<file path="config.mk">
export PLATFORM = sky130hd
export DESIGN_NAME = user_gpio_capture
export DESIGN_NICKNAME = d
export VERILOG_FILES = /design/src/rtl/user_gpio_capture.sv
export SDC_FILE = /design/constraint.sdc
export NUM_CORES = 1
export LEC_CHECK = 0
export CAP_MARGIN = 20
export CORE_UTILIZATION = 50
export DETAILED_ROUTE_END_ITERATION = 8
export PLACE_DENSITY = 0.77
export RECOVER_POWER = 50
export SLEW_MARGIN = 20
export SYNTH_ARGS = -nofsm -noshare
export SYNTH_HDL_FRONTEND = slang
export SYNTH_SLANG_ARGS = --single-unit
export TNS_END_PERCENT = 100
</file>
<file path="constraint.sdc">
create_clock -name clk_i -period 3.69 [get_ports clk_i]
set_clock_uncertainty 0.1 [all_clocks]
set_input_delay 0.5535 -clock clk_i [delete_from_list [all_inputs] [get_ports clk_i]]
set_output_delay 0.5535 -clock clk_i [all_outputs]
set_load 0.005 [all_outputs]
</file>
<file path="src/rtl/user_gpio_capture.sv">
// user_gpio_capture: synchronises a GPIO capture line, detects the selected
// edges, timestamps the interval between accepted edges and queues
// {first, pol, delta} in a small FIFO that software drains over APB4.
// Optional input glitch filter is built when USER_CAP_GLITCH_FILTER_EN is defined.
module user_gpio_capture #(
   parameter logic [7:0] ID          = 8'd255,
   parameter int         SYNC_STAGES = 2,
   parameter int         FIFO_DEPTH  = 4
) (
   input  logic        clk_i,
   input  logic        rst_i,
   input  logic        cap_i,
   input  logic        apb_psel_i,
   input  logic        apb_penable_i,
   input  logic        apb_pwrite_i,
   input  logic [7:0]  apb_paddr_i,
   input  logic [31:0] apb_pwdata_i,
   output logic [31:0] apb_prdata_o,
   output logic        apb_pready_o,
   output logic        apb_pslverr_o,
   output logic        irq_o
);

   localparam int         PTR_W   = $clog2(FIFO_DEPTH);
   localparam logic [4:0] DEPTH_L = 5'(FIFO_DEPTH);

   logic [SYNC_STAGES-1:0] r_sync;
   logic                   r_prev;
   logic                   r_str_vld;
   logic                   r_str_pol;
   logic                   r_en;
   logic [1:0]             r_edge;
   logic                   r_irq_en;
   logic                   r_ovf;
   logic                   r_first;
   logic [15:0]            r_cnt;
   logic [17:0]            r_mem [FIFO_DEPTH];
   logic [PTR_W-1:0]       r_wptr;
   logic [PTR_W-1:0]       r_rptr;
   logic [4:0]             r_level;
   logic                   r_irq;

   logic        w_sync;
   logic        w_level;
   logic        w_rise;
   logic        w_fall;
   logic        w_wr;
   logic        w_rd;
   logic        w_a_id;
   logic        w_a_ctrl;
   logic        w_a_stat;
   logic        w_a_data;
   logic        w_clr;
   logic        w_empty;
   logic        w_full;
   logic        w_pop;
   logic        w_push_req;
   logic        w_push;
   logic        w_ovf_set;
   logic [7:0]  w_filt_rd;
   logic        w_unused;

   assign apb_pready_o  = 1'b1;
   assign apb_pslverr_o = 1'b0;
   assign irq_o         = r_irq;

   // Input synchroniser chain
   always_ff @(posedge clk_i or posedge rst_i) begin
      if (rst_i) r_sync <= '0;
      else       r_sync <= {r_sync[SYNC_STAGES-2:0], cap_i};
   end

   assign w_sync = r_sync[SYNC_STAGES-1];

`ifdef USER_CAP_GLITCH_FILTER_EN
   logic [7:0] r_filt;
   logic [7:0] r_stab;
   logic       r_last;
   logic       r_acc;
   logic [7:0] w_stab_cur;

   // Stability run length (cycles minus one) and accepted level; FILT=0 is transparent
   always_comb begin
      w_stab_cur = 8'd0;
      if (w_sync == r_last) w_stab_cur = (r_stab == 8'hFF) ? 8'hFF : r_stab + 8'd1;
      w_level = (w_stab_cur >= r_filt) ? w_sync : r_acc;
   end

   // Filter state registers
   always_ff @(posedge clk_i or posedge rst_i) begin
      if (rst_i) begin
         r_last <= 1'b0;
         r_stab <= 8'd0;
         r_acc  <= 1'b0;
      end else begin
         r_last <= w_sync;
         r_stab <= w_stab_cur;
         r_acc  <= w_level;
      end
   end

   // Filter threshold lives in CTRL[15:8]
   always_ff @(posedge clk_i or posedge rst_i) begin
      if (rst_i)                r_filt <= 8'd0;
      else if (w_wr && w_a_ctrl) r_filt <= apb_pwdata_i[15:8];
   end

   assign w_filt_rd = r_filt;
   assign w_unused  = &{1'b0, apb_pwdata_i[31:16], apb_pwdata_i[7:5]};
`else
   assign w_level   = w_sync;
   assign w_filt_rd = 8'd0;
   assign w_unused  = &{1'b0, apb_pwdata_i[31:8], apb_pwdata_i[7:5]};
`endif

   assign w_rise = w_level & ~r_prev;
   assign w_fall = ~w_level & r_prev;

   // Compare flop and registered qualified-edge strobe feeding the FIFO push
   always_ff @(posedge clk_i or posedge rst_i) begin
      if (rst_i) begin
         r_prev    <= 1'b0;
         r_str_vld <= 1'b0;
         r_str_pol <= 1'b0;
      end else begin
         r_prev    <= w_level;
         r_str_vld <= r_en & ((r_edge[0] & w_rise) | (r_edge[1] & w_fall));
         r_str_pol <= w_rise;
      end
   end

   assign w_wr     = apb_psel_i & apb_penable_i & apb_pwrite_i;
   assign w_rd     = apb_psel_i & apb_penable_i & ~apb_pwrite_i;
   assign w_a_id   = (apb_paddr_i == 8'h00);
   assign w_a_ctrl = (apb_paddr_i == 8'h04);
   assign w_a_stat = (apb_paddr_i == 8'h08);
   assign w_a_data = (apb_paddr_i == 8'h0C);
   assign w_clr    = w_wr & w_a_ctrl & apb_pwdata_i[3];

   assign w_empty    = (r_level == 5'd0);
   assign w_full     = (r_level == DEPTH_L);
   assign w_pop      = w_rd & w_a_data & ~w_empty;
   // clr discards an edge arriving in the same cycle
   assign w_push_req = r_str_vld & r_en & ~w_clr;
   // A pop in the same cycle frees the slot, so a full FIFO still accepts the push
   assign w_push     = w_push_req & (~w_full | w_pop);
   assign w_ovf_set  = w_push_req & w_full & ~w_pop;

   // CTRL register (clr is a strobe, never stored)
   always_ff @(posedge clk_i or posedge rst_i) begin
      if (rst_i) begin
         r_en     <= 1'b0;
         r_edge   <= 2'b00;
         r_irq_en <= 1'b0;
      end else if (w_wr && w_a_ctrl) begin
         r_en     <= apb_pwdata_i[0];
         r_edge   <= apb_pwdata_i[2:1];
         r_irq_en <= apb_pwdata_i[4];
      end
   end

   // Interval counter and first-entry flag
   always_ff @(posedge clk_i or posedge rst_i) begin
      if (rst_i) begin
         r_cnt   <= 16'd0;
         r_first <= 1'b1;
      end else if (!r_en || w_clr) begin
         r_cnt   <= 16'd0;
         r_first <= 1'b1;
      end else if (w_push_req) begin
         r_cnt   <= 16'd1;
         r_first <= 1'b0;
      end else if (r_cnt != 16'hFFFF) begin
         r_cnt   <= r_cnt + 16'd1;
      end
   end

   // Capture FIFO storage, pointers and level
   always_ff @(posedge clk_i or posedge rst_i) begin
      if (rst_i) begin
         for (int i = 0; i < FIFO_DEPTH; i++) r_mem[i] <= 18'd0;
         r_wptr  <= '0;
         r_rptr  <= '0;
         r_level <= 5'd0;
      end else if (w_clr) begin
         r_wptr  <= '0;
         r_rptr  <= '0;
         r_level <= 5'd0;
      end else begin
         if (w_push) begin
            r_mem[r_wptr] <= {r_first, r_str_pol, r_cnt};
            r_wptr        <= r_wptr + PTR_W'(1);
         end
         if (w_pop) r_rptr <= r_rptr + PTR_W'(1);
         case ({w_push, w_pop})
            2'b10:   r_level <= r_level + 5'd1;
            2'b01:   r_level <= r_level - 5'd1;
            default: r_level <= r_level;
         endcase
      end
   end

   // Sticky overflow; a new overflow wins over a same-cycle software clear
   always_ff @(posedge clk_i or posedge rst_i) begin
      if (rst_i)                                     r_ovf <= 1'b0;
      else if (w_clr)                                r_ovf <= 1'b0;
      else if (w_ovf_set)                            r_ovf <= 1'b1;
      else if (w_wr && w_a_stat && apb_pwdata_i[2])  r_ovf <= 1'b0;
   end

   // Interrupt follows pending entries one cycle late
   always_ff @(posedge clk_i or posedge rst_i) begin
      if (rst_i) r_irq <= 1'b0;
      else       r_irq <= r_irq_en & ~w_empty;
   end

   // Read mux, zero outside a read access
   always_comb begin
      apb_prdata_o = 32'd0;
      if (w_rd) begin
         if (w_a_id)   apb_prdata_o = {24'd0, ID};
         if (w_a_ctrl) apb_prdata_o = {16'd0, w_filt_rd, 3'd0, r_irq_en, 1'b0, r_edge, r_en};
         if (w_a_stat) apb_prdata_o = {23'd0, r_level, 1'b0, r_ovf, w_full, w_empty};
         if (w_a_data && !w_empty) apb_prdata_o = {14'd0, r_mem[r_rptr]};
      end
   end

endmodule
</file>
### Yosys cells after proc, flatten, opt, wreduce, memory -nomap -nowiden

Index checks and enable logic that the tools add are counted.

| operators by class | value |
|---|---|
| $add $sub $neg | 5 |
| order comparisons | 3 |
| eq/ne operators | 7 |
| mux-type cells | 25 |
| bitwise logic cells | 29 |
| reduce and logical (&&, ||, !) cells | 17 |

Operator list:

| kind | number |
|---|---|
| $mux W32 | 4 |
| $bwmux W72 | 1 |
| $mux W18 | 3 |
| $mux W16 | 3 |
| $bmux W18 S2 | 1 |
| $demux W18 S2 | 1 |
| $and A1 B1 Y1 | 18 |
| $add A16 B1 Y16 const B | 1 |
| $eq A8 B4 Y1 const B | 2 |
| $ne A16 B16 Y1 const B | 1 |
| $pmux W5 S2 | 1 |
| $reduce_bool A3 Y1 | 3 |
| $eq A8 B3 Y1 const B | 1 |
| $logic_not A8 Y1 | 1 |
| $mux W2 | 4 |
| $mux W8 | 1 |
| $not A1 Y1 | 7 |
| $ge A3 B3 Y1 const B | 2 |
| $not A2 Y3 | 2 |
| $reduce_bool A2 Y1 | 3 |
| $add A5 B1 Y5 const B | 1 |
| $eq A5 B3 Y1 const B | 1 |
| $logic_and A1 B1 Y1 | 5 |
| $logic_not A5 Y1 | 1 |
| 11 further kinds | 18 |

| storage, ports and cells | value |
|---|---|
| register bits after elaboration | 109 |
| bits of input ports | 46 |
| output and inout port bits | 35 |
| word-level logic and storage cells | 104 |

### Logic depth before layout (Yosys ltp)

Gate-level depths: netlist of the first run.

| logic depth | value |
|---|---|
| depth after elaboration | 10 |
| mapped depth | 10 |
| mapped depth without buffers | 9 |

### Worst setup path after synthesis of the first run

OpenSTA, ideal clock, no wires.

| timing path | value |
|---|---|
| path kind | input -> register |
| start point | input port apb_paddr_i[5] |
| end point | register r_level[2] |
| setup time | 0.083 ns |
| data arrival time | 2.539 ns |
| required time | 3.507 ns |
| path slack | 0.969 ns |
| stages on the path | 8 |
| path buffers | 0 |
| path through | nor4_2 -> o2111a_2 -> nand2_1 -> xnor2_1 -> ha_1 -> or4_1 -> a2111o_1 -> o21ai_0 |

| between the ends | value |
|---|---|
| longest elaborated chain between the ends | 9 |
| elaborated cells on any way between the ends | 15 |
| those cells by class | 4 x eq/ne; 2 x mux; 8 x bitwise; 1 x reduce/logical |

Ends and longest elaborated chain:

| element | line | source |
|---|---|---|
| start: declaration | 16 | `input logic [7:0] apb_paddr_i,` |
| $eq A8 B3 Y1 | 135 | `assign w_a_ctrl = (apb_paddr_i == 8'h04);` |
| $and A1 B1 Y1 (2 in series) | 138 | `assign w_clr = w_wr & w_a_ctrl & apb_pwdata_i[3];` |
| $not A1 Y1 (no line) | - |  |
| $and A1 B1 Y1 | 144 | `assign w_push_req = r_str_vld & r_en & ~w_clr;` |
| $and A1 B1 Y1 | 146 | `assign w_push = w_push_req & (~w_full \| w_pop);` |
| $eq A2 B1 Y1 / $eq A2 B2 Y1 (equally long branches) | 195 | `case ({w_push, w_pop})` |
| $pmux W5 S2 | 195 |  |
| $mux W5 | 185 | `end else if (w_clr) begin` |
| end signal: assignment | 196 | `2'b10: r_level <= r_level + 5'd1;` |
| end signal: assignment | 197 | `2'b01: r_level <= r_level - 5'd1;` |
| end signal: assignment | 198 | `default: r_level <= r_level;` |
| end: declaration | 40 | `logic [4:0] r_level;` |

Parallel ways exist; a longest one is shown, timed or not.
A chain may end at the register's enable or synchronous reset.

### Worst setup path in the final report of the first run

| timing path | value |
|---|---|
| start point | input port apb_paddr_i[5] |
| end point | output port apb_prdata_o[7] |

| between the ends | value |
|---|---|
| longest elaborated chain between the ends | 6 |
| elaborated cells on any way between the ends | 10 |
| those cells by class | 3 x eq/ne; 5 x mux; 2 x reduce/logical |

Ends and longest elaborated chain:

| element | line | source |
|---|---|---|
| $logic_not A8 Y1 | 134 | `assign w_a_id = (apb_paddr_i == 8'h00);` |
| $mux W8 | 221 | `if (w_a_id) apb_prdata_o = {24'd0, ID};` |
| $mux W32 | 222 | `if (w_a_ctrl) apb_prdata_o = {16'd0, w_filt_rd, 3'd0, r_irq_en, 1'b0, r_edge, r_en};` |
| $mux W32 | 223 | `if (w_a_stat) apb_prdata_o = {23'd0, r_level, 1'b0, r_ovf, w_full, w_empty};` |
| $mux W32 (*) | 224 | `if (w_a_data && !w_empty) apb_prdata_o = {14'd0, r_mem[r_rptr]};` |
| $mux W32 (*) | 220 | `if (w_rd) begin` |
| end: declaration | 18 | `output logic [31:0] apb_prdata_o,` |

Every way passes the cells marked *; elsewhere a longest branch is shown, timed or not.

==> impl_metrics.json, run 1 <==
{
  "status": "complete, but fails checks",
  "violations": "max-capacitance violations, max-slew violations",
  "grt_pass1_wl_mm": 18.87,
  "max_cap_viol_count": 1,
  "core_area_mm2": 0.01098,
  "clock_latency_ns": 0.34,
  "fmax_ghz": 0.2855,
  "yosysWarnings": 0,
  "p_leak_nw": 2.946,
  "ys_seq_elements": 109,
  "grt_overflow": 0,
  "cts_buffers": 9,
  "syn_area_mm2": 0.005714,
  "synth_edf_count": 0,
  "dieArea_mm2": 0.01186,
  "end_kind": "output port",
  "clkTransAtPathRegs_ns": 0.07,
  "required_ns": 3.04,
  "r2r_start": "r_level[1]$_DFFE_PP0P_",
  "postCtsSetupBuffers": 0,
  "path_cells": "clkdlybuf4s50_1 > or4_4 > nor3_1 > and3b_2 > nand2_1 > a21oi_1 > clkdlybuf4s50_1",
  "critPathMaxFanout": 5,
  "cp.arrival_ns": 2.85,
  "drc": 0,
  "irDropWorstVdd_mv": 0.3055,
  "hold_viol_final": 0,
  "drive_gt1_frac": 0.2786,
  "hold_path_class": "flop to flop",
  "wirelength_mm": 11.23,
  "port-buffer-count": 37,
  "cellPowerDensity_mw_per_mm2": 362.6,
  "grt_max_degree": 57,
  "start_util": 0.5203,
  "crit_top_cell": "clkdlybuf4s50_1",
  "start_kind": "input port",
  "ios": 81,
  "drt_first_iter_violations": 169,
  "grt_antenna_before_repair": 0,
  "ant_nets": 0,
  "worstMarginPinSlew_ns": 2.158,
  "tritoncts": "done",
  "timing.final.crit_share": 0.9494,
  "vias": 3606,
  "die_h_um": 108.9,
  "min_period_ns": 3.503,
  "clock_sinks": 109,
  "nNetsFinal": 528,
  "worstSetupEndpoint": "apb_prdata_o[7]",
  "dp.final_hpwl_mm": 7.605,
  "slew_violations": 56,
  "syn-instance-count": 447,
  "synth.distinct_cells": 61,
  "diodes": 0,
  "slew_headroom": -0.4405,
  "synth-async-reset-ratio": 1.000,
  "holdPathStages": 0,
  "vias_per_cell": 5.807,
  "synth-seq-area-share": 0.4776,
  "first_pass_iters": 4,
  "cts_resized": 0,
  "reg2reg_to": "r_level[2]$_DFFE_PP0P_",
  "cts-root-buf": "clkbuf_16",
  "rsz0062_at_grt": "false",
  "htreeDepth": 3,
  "ctsLongestPathBuffers": 2,
  "grt_usage": 0.2085,
  "setup_tns_ns": 0,
  "die_x_um": 108.9,
  "hold_ws_ns": 0.2513,
  "cts_hold_buf": 0,
  "syn_area_per_cell_um2": 12.78,
  "grt_pass1_vias": 3709,
  "setup_viol": 0,
  "wl_per_cell_um": 18.09,
  "cp_slowest_cell": "or4_4",
  "rrSetupSlack_ns": 0.92,
  "num_rows": 38,
  "worstSetupPathType": "input port to output port",
  "place_congestion": 0.8521,
  "r2r_cells": 8,
  "ys.flop_type": "dfrtp_1",
  "slowest_delay_ns": 0.59,
  "syn2layout_area_growth_pct": 12.39,
  "worstHoldStart": "r_sync[0]$_DFF_PP0_",
  "crit_start": "apb_paddr_i[5]"
}
[cells in the final DEF, fill, tap and decap left out, types with 2 or more instances in the layout]
cell,netlist,routed
a2111o_1,3,3
a2111oi_0,2,2
a21oi_1,11,11
a31oi_1,4,4
and2_1,12,11
and3_1,6,6
and4_1,2,2
buf_4,16,9
bufinv_16,0,2
clkbuf_16,0,9
clkdlybuf4s50_1,0,33
clkinvlp_4,0,2
conb_1,2,16
dfrtp_1,108,108
dlygate4sd3_1,0,4
ha_1,6,6
inv_1,8,8
mux2_2,45,45
mux2_4,30,30
mux2i_1,4,4
mux4_2,18,18
nand2_1,20,20
nand3_1,13,13
nand3_4,4,4
nand3b_1,3,3
nand4_1,3,3
nor2_1,28,28
nor3_1,7,7
o2111ai_1,4,4
o211ai_1,4,4
o21a_1,2,2
o21ai_0,13,13
or3_1,2,2
xnor2_1,9,9
xor2_1,6,6
[metal layers]
layer	global-route usage	vias to the layer above	wire (um)
li1	-	1638	-
met3	0.03766	18	499
met2	0.3531	93	5466
met4	0.06564	0	217
met1	0.2715	1857	5048
met5	0	-	0
[through the flow]
stage / cells / total power [mW] / area, um2 / utilization / worst slack, ns
2_1_floorplan: 461 / 1.278 / 5767 / - / 0.1642
3_3_place_gp: 605 / 1.305 / 6101 / 0.5555 / 0.2125
3_5_place_dp: 605 / 1.308 / 6101 / 0.5555 / 0.2015
4_1_cts: 621 / 2.354 / 6425 / 0.5850 / 0.1772
5_1_grt: 621 / 2.402 / 6422 / 0.5848 / 0.08000
6_report: 621 / 2.329 / 6422 / 0.5848 / 0.1868
[logic make-up (layout without fill, tap and decap cells)]
group	after synthesis	in the layout	synth area share
xor gates and xnor gates	15	15	0.02299
AOI/OAI and AO/OA	51	51	0.06087
other	2	16	0.001314
adders and majority gates	6	6	0.01314
buffers and inverters	51	71	0.05803
muxes	98	98	0.2474
DFF	109	109	0.4776
and+or+nand+nor	115	115	0.1187
[power by group]
| part | internal [mW] | total (mW) | switching, mW |
|---|---|---|---|
| logic | 0.0310 | 0.0783 | 0.0473 |
| registers | 1.20 | 1.20 | 0.00550 |
| clock network | 0.603 | 1.05 | 0.444 |
| total | 1.83 | 2.33 | 0.497 |
[area by class of cell]
cell class                 instances  area, um2
clock buffer                      10      229.0
clock inverter                     6      95.09
fill                             870       4561
inverter                           8      30.03
multi-input combinational        301       2706
sequential                       109       2729
tap                              140      175.2
timing repair buffer              47      457.9
[synthesized netlist by cell type, types with 4 or more instances]
| master | n | share of area |
|---|---|---|
| and3_1 | 6 | 0.0066 |
| nand3_1 | 13 | 0.011 |
| o21ai_0 | 13 | 0.011 |
| and2_1 | 12 | 0.013 |
| ha_1 | 6 | 0.013 |
| xor2_1 | 6 | 0.0092 |
| xnor2_1 | 9 | 0.014 |
| inv_1 | 8 | 0.0053 |
| nor3_1 | 7 | 0.0061 |
| mux2i_1 | 4 | 0.0070 |
| a31oi_1 | 4 | 0.0044 |
| mux4_2 | 18 | 0.071 |
| a21oi_1 | 11 | 0.0096 |
| buf_4 | 16 | 0.021 |
| nand3_4 | 4 | 0.012 |
| o2111ai_1 | 4 | 0.0061 |
| dfrtp_1 | 108 | 0.47 |
| nand2_1 | 20 | 0.013 |
| mux2_4 | 30 | 0.079 |
| o211ai_1 | 4 | 0.0053 |
| buf_2 | 6 | 0.0053 |
| nor2_1 | 28 | 0.018 |
| clkbuf_1 | 13 | 0.0085 |
| mux2_2 | 45 | 0.089 |
[critical path, delay by kind of cell]
family,cells,cell delay [ns]
AOI/OAI and AO/OA,1,0.15
buffers and inverters,2,0.97
and+or+nand+nor,4,1.18
[worst min path at each step]
stage                          endpoint  slack (ns)
floorplan           r_sync[1]$_DFF_PP0_        0.23
global placement    r_sync[1]$_DFF_PP0_        0.24
detailed placement  r_sync[1]$_DFF_PP0_        0.24
CTS                 r_sync[1]$_DFF_PP0_        0.25
global route        r_sync[1]$_DFF_PP0_        0.27
finish              r_sync[1]$_DFF_PP0_        0.25
[registers in the layout (all words and copies together), names as in the netlist, 2 cells and up]
signal / cells
r_edge: 2
r_cnt: 16
r_mem: 72
r_sync: 2
r_level: 5
r_wptr: 2
r_rptr: 2
Note: power is estimated with default switching activity, not from simulation.
==> inputs of run 2 (changes only) <==
RECOVER_POWER = 25   (was 50)
==> run 2 against run 1 <==
The flow still finishes with violations (max-capacitance violations, max-slew violations). Count of clock-buffer cells in the layout did not move. Non-clock buffer count did not move. First-iteration DRC count fell by 2.4%. Largest cell class unchanged. Utilization did not move. Critical path depth did not move. Register-to-register slack barely moved. Fmax barely moved.
==> impl_metrics.json, run 2 (same netlist as run 1, synthesis figures left out) <==
{
  "nFillCells": 870,
  "rsz0062_at_grt": "false",
  "dp.final_hpwl_mm": 7.605,
  "hold_path_class": "flop to flop",
  "setup_viol": 0,
  "post-place-ws_ns": 0.2015,
  "final_core_util": 0.5848,
  "p_leak_nw": 2.943,
  "irDropWorstVdd_mv": 0.3054,
  "dieArea_mm2": 0.01186,
  "ctsLongestPathBuffers": 2,
  "die_x_um": 108.9,
  "min_period_ns": 3.502,
  "cts_buffers": 9,
  "switching_share": 0.2137,
  "layout_setup_ws_ns": 0.1883,
  "dpl_cell_area_mm2": 0.006101,
  "cellPowerDensity_mw_per_mm2": 362.8,
  "clkTransAtPathRegs_ns": 0.07,
  "vias_per_cell": 5.850,
  "grt_max_degree": 57,
  "port-buffer-count": 37,
  "drc": 0,
  "vias": 3633,
  "cts_hold_buf": 0,
  "cts_resized": 0,
  "p_clk_frac": 0.450,
  "top_regs": "r_mem x72, r_cnt x16, r_level x5",
  "nNetsFinal": 528,
  "hold_viol_final": 0,
  "drt_first_iter_violations": 165,
  "rrSetupSlack_ns": 0.92,
  "p_int_mw": 1.832,
  "wl_per_cell_um": 18.15,
  "ios": 81,
  "place_congestion": 0.8521,
  "num_rows": 38,
  "fmax_ghz": 0.2856,
  "dp_cells": 605,
  "syn2layout_area_growth_pct": 12.39,
  "timing.final.crit_share": 0.9490,
  "end_kind": "output port",
  "netSwitchingPower_uw": 498.0,
  "grt_pass1_wl_mm": 18.87,
  "violations": "max-capacitance violations, max-slew violations",
  "grt_antenna_before_repair": 0,
  "slew_violations": 56,
  "layout_commonest_cell": "dfrtp_1",
  "grt_pass1_vias": 3709,
  "htreeDepth": 3,
  "status": "complete, but fails checks",
  "largest_register_ffs": 72,
  "grt_overflow": 0,
  "grt_usage": 0.2085,
  "drive_gt1_frac": 0.2786,
  "postCtsSetupBuffers": 0,
  "worstSetupPathType": "input port to output port",
  "p_seq_frac": 0.517,
  "hold_ws_ns": 0.2513,
  "cts-root-buf": "clkbuf_16",
  "start_kind": "input port",
  "tritoncts": "done",
  "most-common-layout-cells": "108 x dfrtp_1, 45 x mux2_2, 35 x clkdlybuf4s50_1, 30 x mux2_4, 28 x nor2_1",
  "max_cap_viol_count": 1,
  "regMostFlops": "r_mem",
  "finalNonFillerCells": 621,
  "first_pass_iters": 4,
  "slew_headroom": -0.4412,
  "start_util": 0.5203,
  "critPathMaxFanout": 5,
  "core_area_mm2": 0.01098,
  "total_power_mw": 2.330,
  "die_h_um": 108.9,
  "wirelength_mm": 11.27,
  "cp.arrival_ns": 2.85,
  "required_ns": 3.04,
  "clock_sinks": 109,
  "diodes": 0,
  "worstMarginPinSlew_ns": 2.159,
  "setup_tns_ns": 0,
  "p_comb_frac": 0.034,
  "clock_latency_ns": 0.34,
  "stdcell_area_mm2": 0.006422,
  "ant_nets": 0
}
run 2: changes by cell type in the layout (fill, tap and decap cells not counted), sizes merged:
cell / previous run / this run
dlygate4sd3: 4 / 2
clkdlybuf4s50: 33 / 35
run 2: layout make-up:
type	count	area [um2]	share of cell area
Clock inverter	6	95.09	0.01481
Sequential cell	109	2729	0.4249
Clock buffer	10	229.0	0.03565
Inverter	8	30.03	0.004676
Timing Repair Buffer	47	457.9	0.07130
Multi-Input combinational cell	301	2706	0.4214
Tap cell	140	175.2	0.02727
run 2: layer usage:
layer  up-vias  share of wire  track usage
met5         -              0            0
met4         0          0.022      0.06564
met3        23          0.048      0.03766
met2       119           0.48       0.3531
met1      1851           0.45       0.2715
li1       1640              -            -
run 2: path summary, 6_finish.rpt:
| path | start | endpoint | cells past startpoint |
|---|---|---|---|
| setup / recovery | apb_paddr_i[5] | apb_prdata_o[7] | 7 |
| hold / removal | r_sync[0]$_DFF_PP0_ | r_sync[1]$_DFF_PP0_ | 0 |
| min in group asynchronous | rst_i | r_mem[56]$_DFFE_PP0P_ | 2 |
| max in group asynchronous | rst_i | r_mem[67]$_DFFE_PP0P_ | 2 |
| hold reg to reg | r_sync[0]$_DFF_PP0_ | r_sync[1]$_DFF_PP0_ | 0 |
| setup reg to reg | r_level[1]$_DFFE_PP0P_ | r_level[2]$_DFFE_PP0P_ | 8 |
run 2: critical path: stages:
cell and delay (ns):
clkdlybuf4s50_1 0.45, or4_4 0.59, nor3_1 0.24, and3b_2 0.29, nand2_1 0.06, a21oi_1 0.15
clkdlybuf4s50_1 0.52
run 2: power groups by stage:
stage          Combinational (mW)  Clock (mW)  Sequential (mW)
3_5_place_dp               0.0806           0             1.23
2_1_floorplan              0.0540           0             1.22
4_1_cts                    0.0812        1.07             1.20
5_1_grt                    0.0904        1.11             1.20
3_3_place_gp               0.0781           0             1.23
6_report                   0.0787        1.05             1.20
